<file path="config.mk">
export PLATFORM = sky130hd
export DESIGN_NAME = rom_loader
export DESIGN_NICKNAME = d
export VERILOG_FILES = /design/src/rtl/rom_loader.sv
export SDC_FILE = /design/constraint.sdc
export NUM_CORES = 1
export LEC_CHECK = 0
export BUFFER_PORTS_ARGS = -buffer_cell sky130_fd_sc_hd__buf_2
export CORE_MARGIN = 3
export CORE_UTILIZATION = 52
export CTS_BUF_LIST = sky130_fd_sc_hd__clkbuf_8 sky130_fd_sc_hd__clkbuf_16
export CTS_CLUSTER_DIAMETER = 60
export DETAILED_ROUTE_END_ITERATION = 6
export PLACE_DENSITY_LB_ADDON = 0.25
export SYNTH_ARGS = -nofsm -noshare
export SYNTH_HDL_FRONTEND = slang
export SYNTH_SLANG_ARGS = --single-unit
</file>
<file path="constraint.sdc">
create_clock -name clk_i -period 2.25 [get_ports clk_i]
set_input_delay 0.45 -clock clk_i [delete_from_list [all_inputs] [get_ports clk_i]]
set_output_delay 0.45 -clock clk_i [all_outputs]
set_load 0.03 [all_outputs]
</file>
<file path="src/rtl/rom_loader.sv">
// Byte-stream program loader: parses a word-count header and data words, writes them to program
// memory, then releases the CPU. Define ROM_LOADER_CHECKSUM_EN to require a trailing XOR checksum.
module rom_loader #(
    parameter int unsigned ADDR_WIDTH = 11,
    parameter int unsigned DATA_WIDTH = 16
) (
    input  logic                  clk_i,
    input  logic                  rst_i,
    input  logic [7:0]            byte_i,
    input  logic                  valid_i,
    output logic                  ready_o,
    input  logic                  start_i,
    output logic                  mem_wr_o,
    output logic [ADDR_WIDTH-1:0] mem_addr_o,
    output logic [DATA_WIDTH-1:0] mem_data_o,
    output logic                  cpu_run_o,
    output logic                  done_o,
    output logic                  err_o
);

    localparam int unsigned CntW = ADDR_WIDTH + 1;

`ifdef ROM_LOADER_CHECKSUM_EN
    typedef enum logic [2:0] {
        StHdrLo = 3'd0, StHdrHi = 3'd1, StDatLo = 3'd2, StDatHi = 3'd3,
        StWrite = 3'd4, StChk = 3'd5, StDone = 3'd6, StErr = 3'd7
    } state_e;
`else
    typedef enum logic [2:0] {
        StHdrLo = 3'd0, StHdrHi = 3'd1, StDatLo = 3'd2, StDatHi = 3'd3,
        StWrite = 3'd4, StDone = 3'd6, StErr = 3'd7
    } state_e;
`endif

    state_e          state_q;
    logic [15:0]     count_q;
    logic [CntW-1:0] word_cnt_q;
`ifdef ROM_LOADER_CHECKSUM_EN
    logic [7:0]      csum_q;
`endif

    logic        xfer;
    logic [16:0] hdr_n;
    logic [16:0] hdr_max;
    logic        last_word;

    assign xfer      = valid_i & ready_o;
    // Full count as it will be once the high header byte lands this cycle
    assign hdr_n     = {1'b0, byte_i, count_q[7:0]};
    assign hdr_max   = 17'd1 << ADDR_WIDTH;
    assign last_word = (17'(word_cnt_q) + 17'd1) == {1'b0, count_q};

    always_ff @(posedge clk_i or negedge rst_i) begin
        if (!rst_i) begin
            state_q    <= StHdrLo;
            ready_o    <= 1'b1;
            mem_wr_o   <= 1'b0;
            mem_addr_o <= '0;
            mem_data_o <= '0;
            cpu_run_o  <= 1'b0;
            done_o     <= 1'b0;
            err_o      <= 1'b0;
            count_q    <= '0;
            word_cnt_q <= '0;
`ifdef ROM_LOADER_CHECKSUM_EN
            csum_q     <= '0;
`endif
        end else begin
            mem_wr_o <= 1'b0;
            case (state_q)
                StHdrLo: begin
                    if (xfer) begin
                        count_q[7:0] <= byte_i;
                        state_q      <= StHdrHi;
                    end
                end
                StHdrHi: begin
                    if (xfer) begin
                        count_q[15:8] <= byte_i;
                        if (hdr_n == 17'd0 || hdr_n > hdr_max) begin
                            state_q <= StErr;
                            ready_o <= 1'b0;
                            err_o   <= 1'b1;
                        end else begin
                            state_q <= StDatLo;
                        end
                    end
                end
                StDatLo: begin
                    if (xfer) begin
                        mem_data_o[7:0] <= byte_i;
`ifdef ROM_LOADER_CHECKSUM_EN
                        csum_q <= csum_q ^ byte_i;
`endif
                        state_q <= StDatHi;
                    end
                end
                StDatHi: begin
                    if (xfer) begin
                        mem_data_o[15:8] <= byte_i;
`ifdef ROM_LOADER_CHECKSUM_EN
                        csum_q <= csum_q ^ byte_i;
`endif
                        state_q  <= StWrite;
                        ready_o  <= 1'b0;
                        mem_wr_o <= 1'b1;
                    end
                end
                StWrite: begin
                    mem_addr_o <= mem_addr_o + ADDR_WIDTH'(1);
                    word_cnt_q <= word_cnt_q + CntW'(1);
                    if (last_word) begin
`ifdef ROM_LOADER_CHECKSUM_EN
                        state_q <= StChk;
                        ready_o <= 1'b1;
`else
                        state_q   <= StDone;
                        cpu_run_o <= 1'b1;
                        done_o    <= 1'b1;
`endif
                    end else begin
                        state_q <= StDatLo;
                        ready_o <= 1'b1;
                    end
                end
`ifdef ROM_LOADER_CHECKSUM_EN
                StChk: begin
                    if (xfer) begin
                        ready_o <= 1'b0;
                        if (byte_i == csum_q) begin
                            state_q   <= StDone;
                            cpu_run_o <= 1'b1;
                            done_o    <= 1'b1;
                        end else begin
                            state_q <= StErr;
                            err_o   <= 1'b1;
                        end
                    end
                end
`endif
                StDone, StErr: begin
                    if (start_i) begin
                        state_q    <= StHdrLo;
                        ready_o    <= 1'b1;
                        cpu_run_o  <= 1'b0;
                        done_o     <= 1'b0;
                        err_o      <= 1'b0;
                        mem_addr_o <= '0;
                        word_cnt_q <= '0;
                        count_q    <= '0;
`ifdef ROM_LOADER_CHECKSUM_EN
                        csum_q     <= '0;
`endif
                    end
                end
                default: begin
                    state_q <= StHdrLo;
                    ready_o <= 1'b1;
                end
            endcase
        end
    end

endmodule
</file>
==> out/results.ini, run 1 <==
[outcome]
status=completed

[setup_path]
worst-path-max-fanout=7
start_kind=flop
critical_path_required_ps=2530
worst_setup_path_end_kind=flop
critPathArrivalTime_ps=2400
setup.worst_path.class=flop to flop

[cts]
cts.htree.levels=3
postCtsHoldBufs=0
postCtsSetupRepairBufs=0
clk_root_buffer_cell=sky130_fd_sc_hd__clkbuf_8
cts-resized-gates=0
cts.sinks=62
cts_max_path_buffers=2
clock_tree_from_tritoncts=yes
clkSlewWorstSetupHoldPaths_ps=70
cts_inserted_buffers=9
clock_latency_ps=340

[drt]
drc=0
avgRoutedWirePerCell_um=15.8
route.antenna.remaining_nets=0
wl_um=7300
drt_iter0_drc=227
drt_pass1_iterations=4
num_vias=2640
per_cell_via_count_in_the_routed_design=5.73

[global_route]
grt_start_max_net_pins=63
grt.overflow.total=0
number_of_global_route_vias_before_repair=2609
groute.usage.overall_pct=21.9
first_pass_grt_wire_length_um=12600
initial_antenna_violation_count=0

[placed_design]
port-buffer-count=43
placed_wire_length_estimate_um=5090
placed_cells=445
placed_area_um2=3550
place.gp.congestion=0.908

[synthesis]
ys_seq_area_share_pct=47.8
synth-edff-count=0
postSynthRegisterBits=62
synth_flop_cell=sky130_fd_sc_hd__dfrtp_1
synthXorXnorAreaFrac_pct=6.20
synthArstFlopShare_pct=100
yosysWarnings=0
synthesis.area_per_instance_um2=9.87
yosys-mux-area-fraction_pct=5.86
synth_compound_gate_area_share_pct=14.5
mappedNetlistNets=343
synth_fa_ha_area_share_pct=0.770
combinational_family_with_the_most_area_after_synthesis=simple AND/OR/NAND/NOR gates
distinct_cell_type_count_of_the_synthesized_netlist=54
post_synth_inst_count=329
netlist_area_um2=3250
post_synth_and_or_nand_nor_area_fraction_pct=19.0

[layout]
final_cells=461
num_antenna_cells=0
final_layout_size_suffix_gt1_share_pct=26.2
fin_util_pct=62.9
growth_of_design_area_from_synthesis_to_finish_pct=16.0
final_nets=395
stdcell_area_um2=3770

[die]
core_box_area_um2=5990
die-height_um=85.0
dieArea_um2=7230
die_width_um=85.0
placementRows=28
initial_utilization_pct=54.2
io_pins=44

[sta]
setup-tns-final_ps=0
worstMarginPinSlew_ps=1000
max_slew_margin_pct=33.2
timing.final.setup_violations=0
fin_skew_ps=7.71
final_hold_viol_count=0
max_freq_mhz=471
rsz0062_at_grt=false
layout_worst_path_cycle_share_pct=94.4
slew_limit_fails=0
layout_min_cycle_time_ps=2120

[power_and_ir_drop]
post-layout-total-power_uw=5120
ir_drop_mv=0.996
static-leakage-power_uw=0.00172
power.density_cell_area_nw_per_um2=1360

[flow_run]
max-cap-violations=0

[worst_hold_path]
hold_path.class=primary input to async pin

## area by class of cell
type | count | area, um^2
Tap cell | 75 | 93.8
Fill cell | 497 | 2220
Clock inverter | 6 | 77.6
Inverter | 14 | 52.6
Multi-Input combinational cell | 235 | 1510
Clock buffer | 10 | 138
Sequential cell | 62 | 1550
Timing Repair Buffer | 59 | 348
## placed cells by master (no fill, tap or decap), drive strengths merged, types with 3 or more instances in the layout
cell type / n
nand2b: 3
o31ai: 3
inv: 15
nand4: 6
o21ai: 35
or3: 5
nand3: 17
buf: 59
dfrtp: 61
xor2: 13
clkbuf: 10
nor4: 9
a32o: 3
clkinv: 3
a31oi: 4
nor3: 7
xnor2: 10
and3: 4
nor2: 17
a21oi: 18
nand2: 38
mux2: 16
## routing by layer
metal  global-route usage [%]  wire, um
met1                     30.1      3280
met2                     33.1      3330
met3                     3.69       524
met4                     11.4       164
met5                        0         0
## metrics by stage
step,hold WS (ps),worst slack (ps)
floorplan,154,83.3
global placement,464,306
detailed placement,477,235
CTS,117,180
global route,127,26.8
finish,90.7,127
## path summary, 6_finish.rpt
check	slack [ps]	from	depth (start not counted)	end
max reg2reg	130	word_cnt_q[0]	7	ready_o
max	130	word_cnt_q[0]	7	ready_o
max in group asynchronous	1850	rst_i	2	ready_o
min	90	rst_i	2	mem_addr_o[6]
min in group clk_i	380	byte_i[3]	2	mem_data_o[3]
min reg2reg	490	mem_data_o[11]	2	mem_data_o[11]
## synthesized netlist by cell type, types with 2 or more instances
library cell	number	share of area (%)
sky130_fd_sc_hd__o22a_1	2	0.54
sky130_fd_sc_hd__nor3_1	5	0.77
sky130_fd_sc_hd__a32o_1	3	0.92
sky130_fd_sc_hd__dfrtp_1	61	47
sky130_fd_sc_hd__nand2_1	37	4.3
sky130_fd_sc_hd__buf_2	2	0.31
sky130_fd_sc_hd__a22o_1	2	0.54
sky130_fd_sc_hd__buf_4	2	0.46
sky130_fd_sc_hd__nor3_2	2	0.62
sky130_fd_sc_hd__xor2_1	13	3.5
sky130_fd_sc_hd__inv_1	13	1.5
sky130_fd_sc_hd__ha_1	2	0.77
sky130_fd_sc_hd__buf_6	8	2.8
sky130_fd_sc_hd__o21ai_1	2	0.31
sky130_fd_sc_hd__nor2b_1	2	0.39
sky130_fd_sc_hd__nand4_1	6	1.2
sky130_fd_sc_hd__o41ai_1	2	0.54
sky130_fd_sc_hd__or3_1	4	0.77
sky130_fd_sc_hd__o32ai_1	2	0.54
sky130_fd_sc_hd__a31oi_1	4	0.77
sky130_fd_sc_hd__o21ai_0	33	5.1
sky130_fd_sc_hd__nor4_2	3	1.2
sky130_fd_sc_hd__nand3_1	15	2.3
sky130_fd_sc_hd__nor4_1	6	1.2
sky130_fd_sc_hd__mux2_2	16	5.5
sky130_fd_sc_hd__xnor2_1	10	2.7
sky130_fd_sc_hd__o31ai_1	3	0.69
sky130_fd_sc_hd__nand2b_1	3	0.58
sky130_fd_sc_hd__nor2_1	17	2.0
sky130_fd_sc_hd__and3_1	3	0.58
sky130_fd_sc_hd__a21oi_1	18	2.8
sky130_fd_sc_hd__clkbuf_1	6	0.69
## power breakdown
| part | leakage (uW) | switching [uW] | internal, uW |
|---|---|---|---|
| combinational | 0.000807 | 1290 | 829 |
| clock | 0.000119 | 432 | 642 |
| sequential | 0.000797 | 396 | 1530 |
| total | 0.00172 | 2120 | 3000 |
## flip-flops by register name, summed over array words and instances (netlist names)
register and count:
mem_wr_o 1, mem_data_o 16, done_o 1, state_q 3
mem_addr_o 11, ready_o 1, count_q 16, err_o 1
word_cnt_q 12
## logic make-up (layout without fill, tap and decap cells)
logic type               Yosys count  in the layout
buffers and inverters             32             89
AND/OR/NAND/NOR                  115            115
multiplexers                      17             17
AO/OA/AOI/OAI                     78             78
flip-flops                        62             62
adder cells (fa/ha/maj)            2              2
XOR/XNOR                          23             23
## critical path: stages (launching register included)
cell	delay (ps)
sky130_fd_sc_hd__dfrtp_1	380
sky130_fd_sc_hd__ha_1	230
sky130_fd_sc_hd__buf_4	170
sky130_fd_sc_hd__a21oi_1	210
sky130_fd_sc_hd__nor3_1	90
sky130_fd_sc_hd__o32ai_1	400
sky130_fd_sc_hd__o2111ai_1	250
sky130_fd_sc_hd__a32o_1	310
Note: power is estimated with default switching activity, not from simulation.
==> run 2: changes to the inputs <==
--- a/config.mk
+++ b/config.mk
@@ -11,7 +11,7 @@
 export CTS_BUF_LIST = sky130_fd_sc_hd__clkbuf_8 sky130_fd_sc_hd__clkbuf_16
 export CTS_CLUSTER_DIAMETER = 60
 export DETAILED_ROUTE_END_ITERATION = 6
-export PLACE_DENSITY_LB_ADDON = 0.25
+export PLACE_DENSITY = 0.76
 export SYNTH_ARGS = -nofsm -noshare
 export SYNTH_HDL_FRONTEND = slang
 export SYNTH_SLANG_ARGS = --single-unit
==> run 2 against run 1 <==
Compared with the run above:
- final area about the same
- critical path depth down 1
- utilization about the same
- critical path type unchanged
- highest routed layer unchanged
- clock power about the same
- largest cell class unchanged
==> out/results.ini, run 2 (synthesis gave the netlist of run 1 again) <==
[outcome]
status=completed

[sta]
timing.hold.ws_ps=90.0
layout_min_cycle_time_ps=2110
fin_skew_ps=7.31
max_slew_margin_pct=33.2
rsz0062_at_grt=false
worstMarginPinSlew_ps=1000
timing.final.setup_violations=0
final_hold_viol_count=0
max_freq_mhz=475
setup-tns-final_ps=0
layout_worst_path_cycle_share_pct=93.6
slew_limit_fails=0

[drt]
wl_um=7580
per_cell_via_count_in_the_routed_design=5.85
route.antenna.remaining_nets=0
num_vias=2691
drc=0
drt_pass1_iterations=5
avgRoutedWirePerCell_um=16.5
drt_iter0_drc=182

[die]
die_width_um=85.0
dieArea_um2=7230
io_pins=44
placementRows=28
die-height_um=85.0
initial_utilization_pct=54.2
core_box_area_um2=5990

[setup_path]
critPathArrivalTime_ps=2400
reg2reg_setup_slack_ps=140
cp.depth=6
start_kind=flop
worst_setup_path_end_kind=flop
worst-r2r-cell-count=6
timing.critical_path.cells=or3b_1 -> nor4_2 -> nand4_1 -> nor4_2 -> o2111ai_1 -> a32o_1
critical_path.startpoint=state_q[0]
setup.worst_path.end=ready_o
worst-path-max-fanout=9
cp_slowest_stage_delay_ps=480
cpLargestDelayFamily=simple AND/OR/NAND/NOR gates
regToRegStartpoint=state_q[0]
critical_path_required_ps=2540
crit_slowest_cell=sky130_fd_sc_hd__dfrtp_1
regToRegEndpoint=ready_o
setup.worst_path.class=flop to flop
critPathBufInv=0
crit_path_frequent_cell=sky130_fd_sc_hd__nor4_2

[cts]
cts.sinks=62
cts-resized-gates=0
clk_root_buffer_cell=sky130_fd_sc_hd__clkbuf_8
clock_tree_from_tritoncts=yes
clkSlewWorstSetupHoldPaths_ps=80
cts_inserted_buffers=9
clock_latency_ps=350
postCtsHoldBufs=0
cts.htree.levels=3
postCtsSetupRepairBufs=0
cts_max_path_buffers=2

[power_and_ir_drop]
seqPwrFrac_pct=37.5
p_int_uw=2980
power.switching_uw=2190
ir_drop_mv=1.21
clock_power_share_pct=21.2
switching_power_as_a_share_of_total_power_pct=42.4
static-leakage-power_uw=0.00171
power_frac_comb_pct=41.3
power.density_cell_area_nw_per_um2=1370

[global_route]
grt_start_max_net_pins=63
groute.usage.overall_pct=22.9
grt.overflow.total=0
initial_antenna_violation_count=0
number_of_global_route_vias_before_repair=2645
first_pass_grt_wire_length_um=13000

[placed_design]
placed_wire_length_estimate_um=5270
port-buffer-count=43
place.gp.congestion=0.867

[layout]
final_layout_size_suffix_gt1_share_pct=26.5
num_antenna_cells=0
final_nets=394
largestRegisters=count_q x16, mem_data_o x16, word_cnt_q x12
mostFrequentLayoutCells=sky130_fd_sc_hd__dfrtp_1 (61), sky130_fd_sc_hd__buf_2 (43), sky130_fd_sc_hd__nand2_1 (37), sky130_fd_sc_hd__o21ai_0 (33), sky130_fd_sc_hd__a21oi_1 (18)
layout.cells.most_common=sky130_fd_sc_hd__dfrtp_1
growth_of_design_area_from_synthesis_to_finish_pct=15.9

[flow_run]
max-cap-violations=0

[worst_hold_path]
hold_path.class=primary input to async pin

## run 2: cell type report
type / instances / area, um^2
clock buffer: 9 / 124
clock inverter: 7 / 96.3
fill: 487 / 2230
inverter: 14 / 52.6
multi-input combinational: 235 / 1510
sequential: 62 / 1550
tap: 75 / 93.8
timing repair buffer: 58 / 340
## run 2: per-stage QoR
step                      power [uW]  area (um^2)  utilization [%]  worst slack (ps)  cells
after floorplan                 3500         3250                -              83.3    329
after global placement          4000         3540             59.2               210    444
after detailed placement        4060         3540             59.2               159    444
after CTS                       5180         3760             62.8               158    460
after global routing            5490         3760             62.8              20.5    460
final                           5170         3760             62.8               143    460
## run 2: per-layer routing
layer	part of all wire [%]	global-route usage, %	vias to the layer above
li1	-	-	1280
met1	43	28.2	1305
met2	50	37.4	94
met3	5.5	6.60	12
met4	1.6	10.1	0
met5	0	0	-
## run 2: worst min-delay path by stage
stage | start | to | slack (ps) | depth (start not counted)
CTS | rst_i | mem_addr_o[3] | 110 | 2
detailed placement | mem_data_o[11] | mem_data_o[11] | 480 | 2
global placement | mem_data_o[11] | mem_data_o[11] | 460 | 2
floorplan | rst_i | count_q[0] | 150 | 0
global route | rst_i | mem_addr_o[2] | 120 | 2
finish | rst_i | word_cnt_q[9] | 90 | 2
## run 2: power by group through the flow
stage	clock, uW	sequential, uW	combinational [uW]
finish	1100	1940	2130
global route	1170	2010	2320
CTS	1110	1930	2130
detailed placement	0	1950	2110
global placement	0	1930	2070
floorplan	0	2230	1270
==> run 3: changes to the inputs <==
--- a/config.mk
+++ b/config.mk
@@ -6,6 +6,7 @@
 export NUM_CORES = 1
 export LEC_CHECK = 0
 export BUFFER_PORTS_ARGS = -buffer_cell sky130_fd_sc_hd__buf_2
+export CORE_ASPECT_RATIO = 1.75
 export CORE_MARGIN = 3
 export CORE_UTILIZATION = 52
 export CTS_BUF_LIST = sky130_fd_sc_hd__clkbuf_8 sky130_fd_sc_hd__clkbuf_16
==> run 3 against run 2 <==
Compared with the run above:
- fmax rose by 2.0%
- clock-buffer cell count grew 1
- non-clock buffer count increased by 5
- highest routed layer unchanged
- power down 0.11%
- routed wire length is 1.8% higher
- die area increased by 0.51%
- sequential power decreased by 3%
- clock skew shrank 1.6 ps
- setup slack better by 41 ps
- clock power about the same
- combinational power increased by 4%
- critical endpoint unchanged
==> out/results.ini, run 3 (synthesis gave the netlist of run 1 again) <==
[sta]
slew_limit_fails=0
max_slew_margin_pct=67.2
layout_min_cycle_time_ps=2070
fin_skew_ps=5.69
timing.hold.ws_ps=64.0
layout_worst_path_cycle_share_pct=91.8
timing.final.setup_violations=0
setup-tns-final_ps=0
worstMarginPinSlew_ps=492
max_freq_mhz=484
rsz0062_at_grt=false
final_hold_viol_count=0

[drt]
drt_pass1_iterations=4
avgRoutedWirePerCell_um=16.5
top_layer_used=met4
detail_route.wirelength.met1_um=2830
route.antenna.remaining_nets=0
num_vias=2725
met2_wl_post_dr_um=4100
drc=0
dr_wl_met3_um=385
wl_um=7720
drt_iter0_drc=126
per_cell_via_count_in_the_routed_design=5.82

[setup_path]
regToRegEndpoint=ready_o
setup.worst_path.class=flop to flop
worst-path-max-fanout=8
critPathArrivalTime_ps=2340
critical_path.startpoint=word_cnt_q[3]
reg2reg_setup_slack_ps=180
regToRegStartpoint=word_cnt_q[3]
worst_setup_path_end_kind=flop
worst-r2r-cell-count=6
setup.worst_path.end=ready_o
critical_path_required_ps=2530
start_kind=flop

[placed_design]
place.gp.congestion=0.919
port-buffer-count=43
placed_wire_length_estimate_um=5660

[die]
core_box_area_um2=5970
initial_utilization_pct=54.4
dieArea_um2=7270
die_width_um=65.7
die-height_um=111
io_pins=44
placementRows=37

[layout]
final_layout_size_suffix_gt1_share_pct=27.2
mostFrequentLayoutCells=sky130_fd_sc_hd__dfrtp_1 (61), sky130_fd_sc_hd__buf_2 (43), sky130_fd_sc_hd__nand2_1 (37), sky130_fd_sc_hd__o21ai_0 (33), sky130_fd_sc_hd__buf_4 (20)
largestRegisters=count_q x16, mem_data_o x16, word_cnt_q x12
num_antenna_cells=0
layout.cells.most_common=sky130_fd_sc_hd__dfrtp_1
final_nets=399
growth_of_design_area_from_synthesis_to_finish_pct=16.7

[cts]
postCtsHoldBufs=0
cts_inserted_buffers=9
clock_latency_ps=350
cts_max_path_buffers=2
clkSlewWorstSetupHoldPaths_ps=70
cts.htree.levels=3
clock_tree_from_tritoncts=yes
clk_root_buffer_cell=sky130_fd_sc_hd__clkbuf_8
cts.sinks=62

[global_route]
groute.usage.overall_pct=23.1
grt_start_max_net_pins=23
grt.overflow.total=0
first_pass_grt_wire_length_um=12800
number_of_global_route_vias_before_repair=2679
initial_antenna_violation_count=0

[power_and_ir_drop]
static-leakage-power_uw=0.00173
power.density_cell_area_nw_per_um2=1360
ir_drop_mv=0.867

[flow_run]
max-cap-violations=0

[worst_hold_path]
hold_path.class=primary input to async pin

[outcome]
status=completed

## run 3: metal layers
layer,vias up,track usage (%)
met2,100,39.2
li1,1288,-
met5,-,0
met1,1306,24.8
met3,31,5.80
met4,0,14.1
## run 3: critical path: stages (launching register included)
cell and delay [ps]:
sky130_fd_sc_hd__dfrtp_1 520, sky130_fd_sc_hd__and3_4 260, sky130_fd_sc_hd__nand3_4 90, sky130_fd_sc_hd__or3_2 450
sky130_fd_sc_hd__a21oi_1 160, sky130_fd_sc_hd__o2111ai_1 200, sky130_fd_sc_hd__a32o_1 310
## run 3: stage by stage
step	std cells	instance area [um^2]	utilization, %	worst slack, ps	power, uW
2_1_floorplan	329	3250	-	83.3	3500
3_3_place_gp	452	3570	59.8	230	4030
3_5_place_dp	452	3570	59.8	157	4090
4_1_cts	468	3790	63.4	127	5180
5_1_grt	468	3790	63.5	62.1	5500
6_report	468	3790	63.5	184	5170
## run 3: how the worst min path moves through the flow
stage                      from        endpoint  cells after the start
after floorplan           rst_i      count_q[0]                      0
after global placement    rst_i  mem_addr_o[10]                      1
after detailed placement  rst_i  mem_addr_o[10]                      1
after CTS                 rst_i  mem_addr_o[10]                      1
after global routing      rst_i  mem_addr_o[10]                      1
final                     rst_i  mem_addr_o[10]                      1
## run 3: power breakdown
group | total, uW | internal [uW] | switching (uW)
registers | 1880 | 1530 | 353
logic | 2210 | 862 | 1350
clock network | 1070 | 642 | 429
## run 3: area by class of cell
cell class,instances,area (um^2)
fillers,504,2180
flip-flops and latches,62,1550
multi-input cells,235,1510
repair buffers,63,365
clock buffers,10,138
well taps,78,97.6
clock inverters,6,77.6
inverters,14,52.6
## run 3: repair_timing
action	in CTS	in global routing
endpoints found under the setup margin	0	1
setup buffers	0	0
resized for setup	0	1
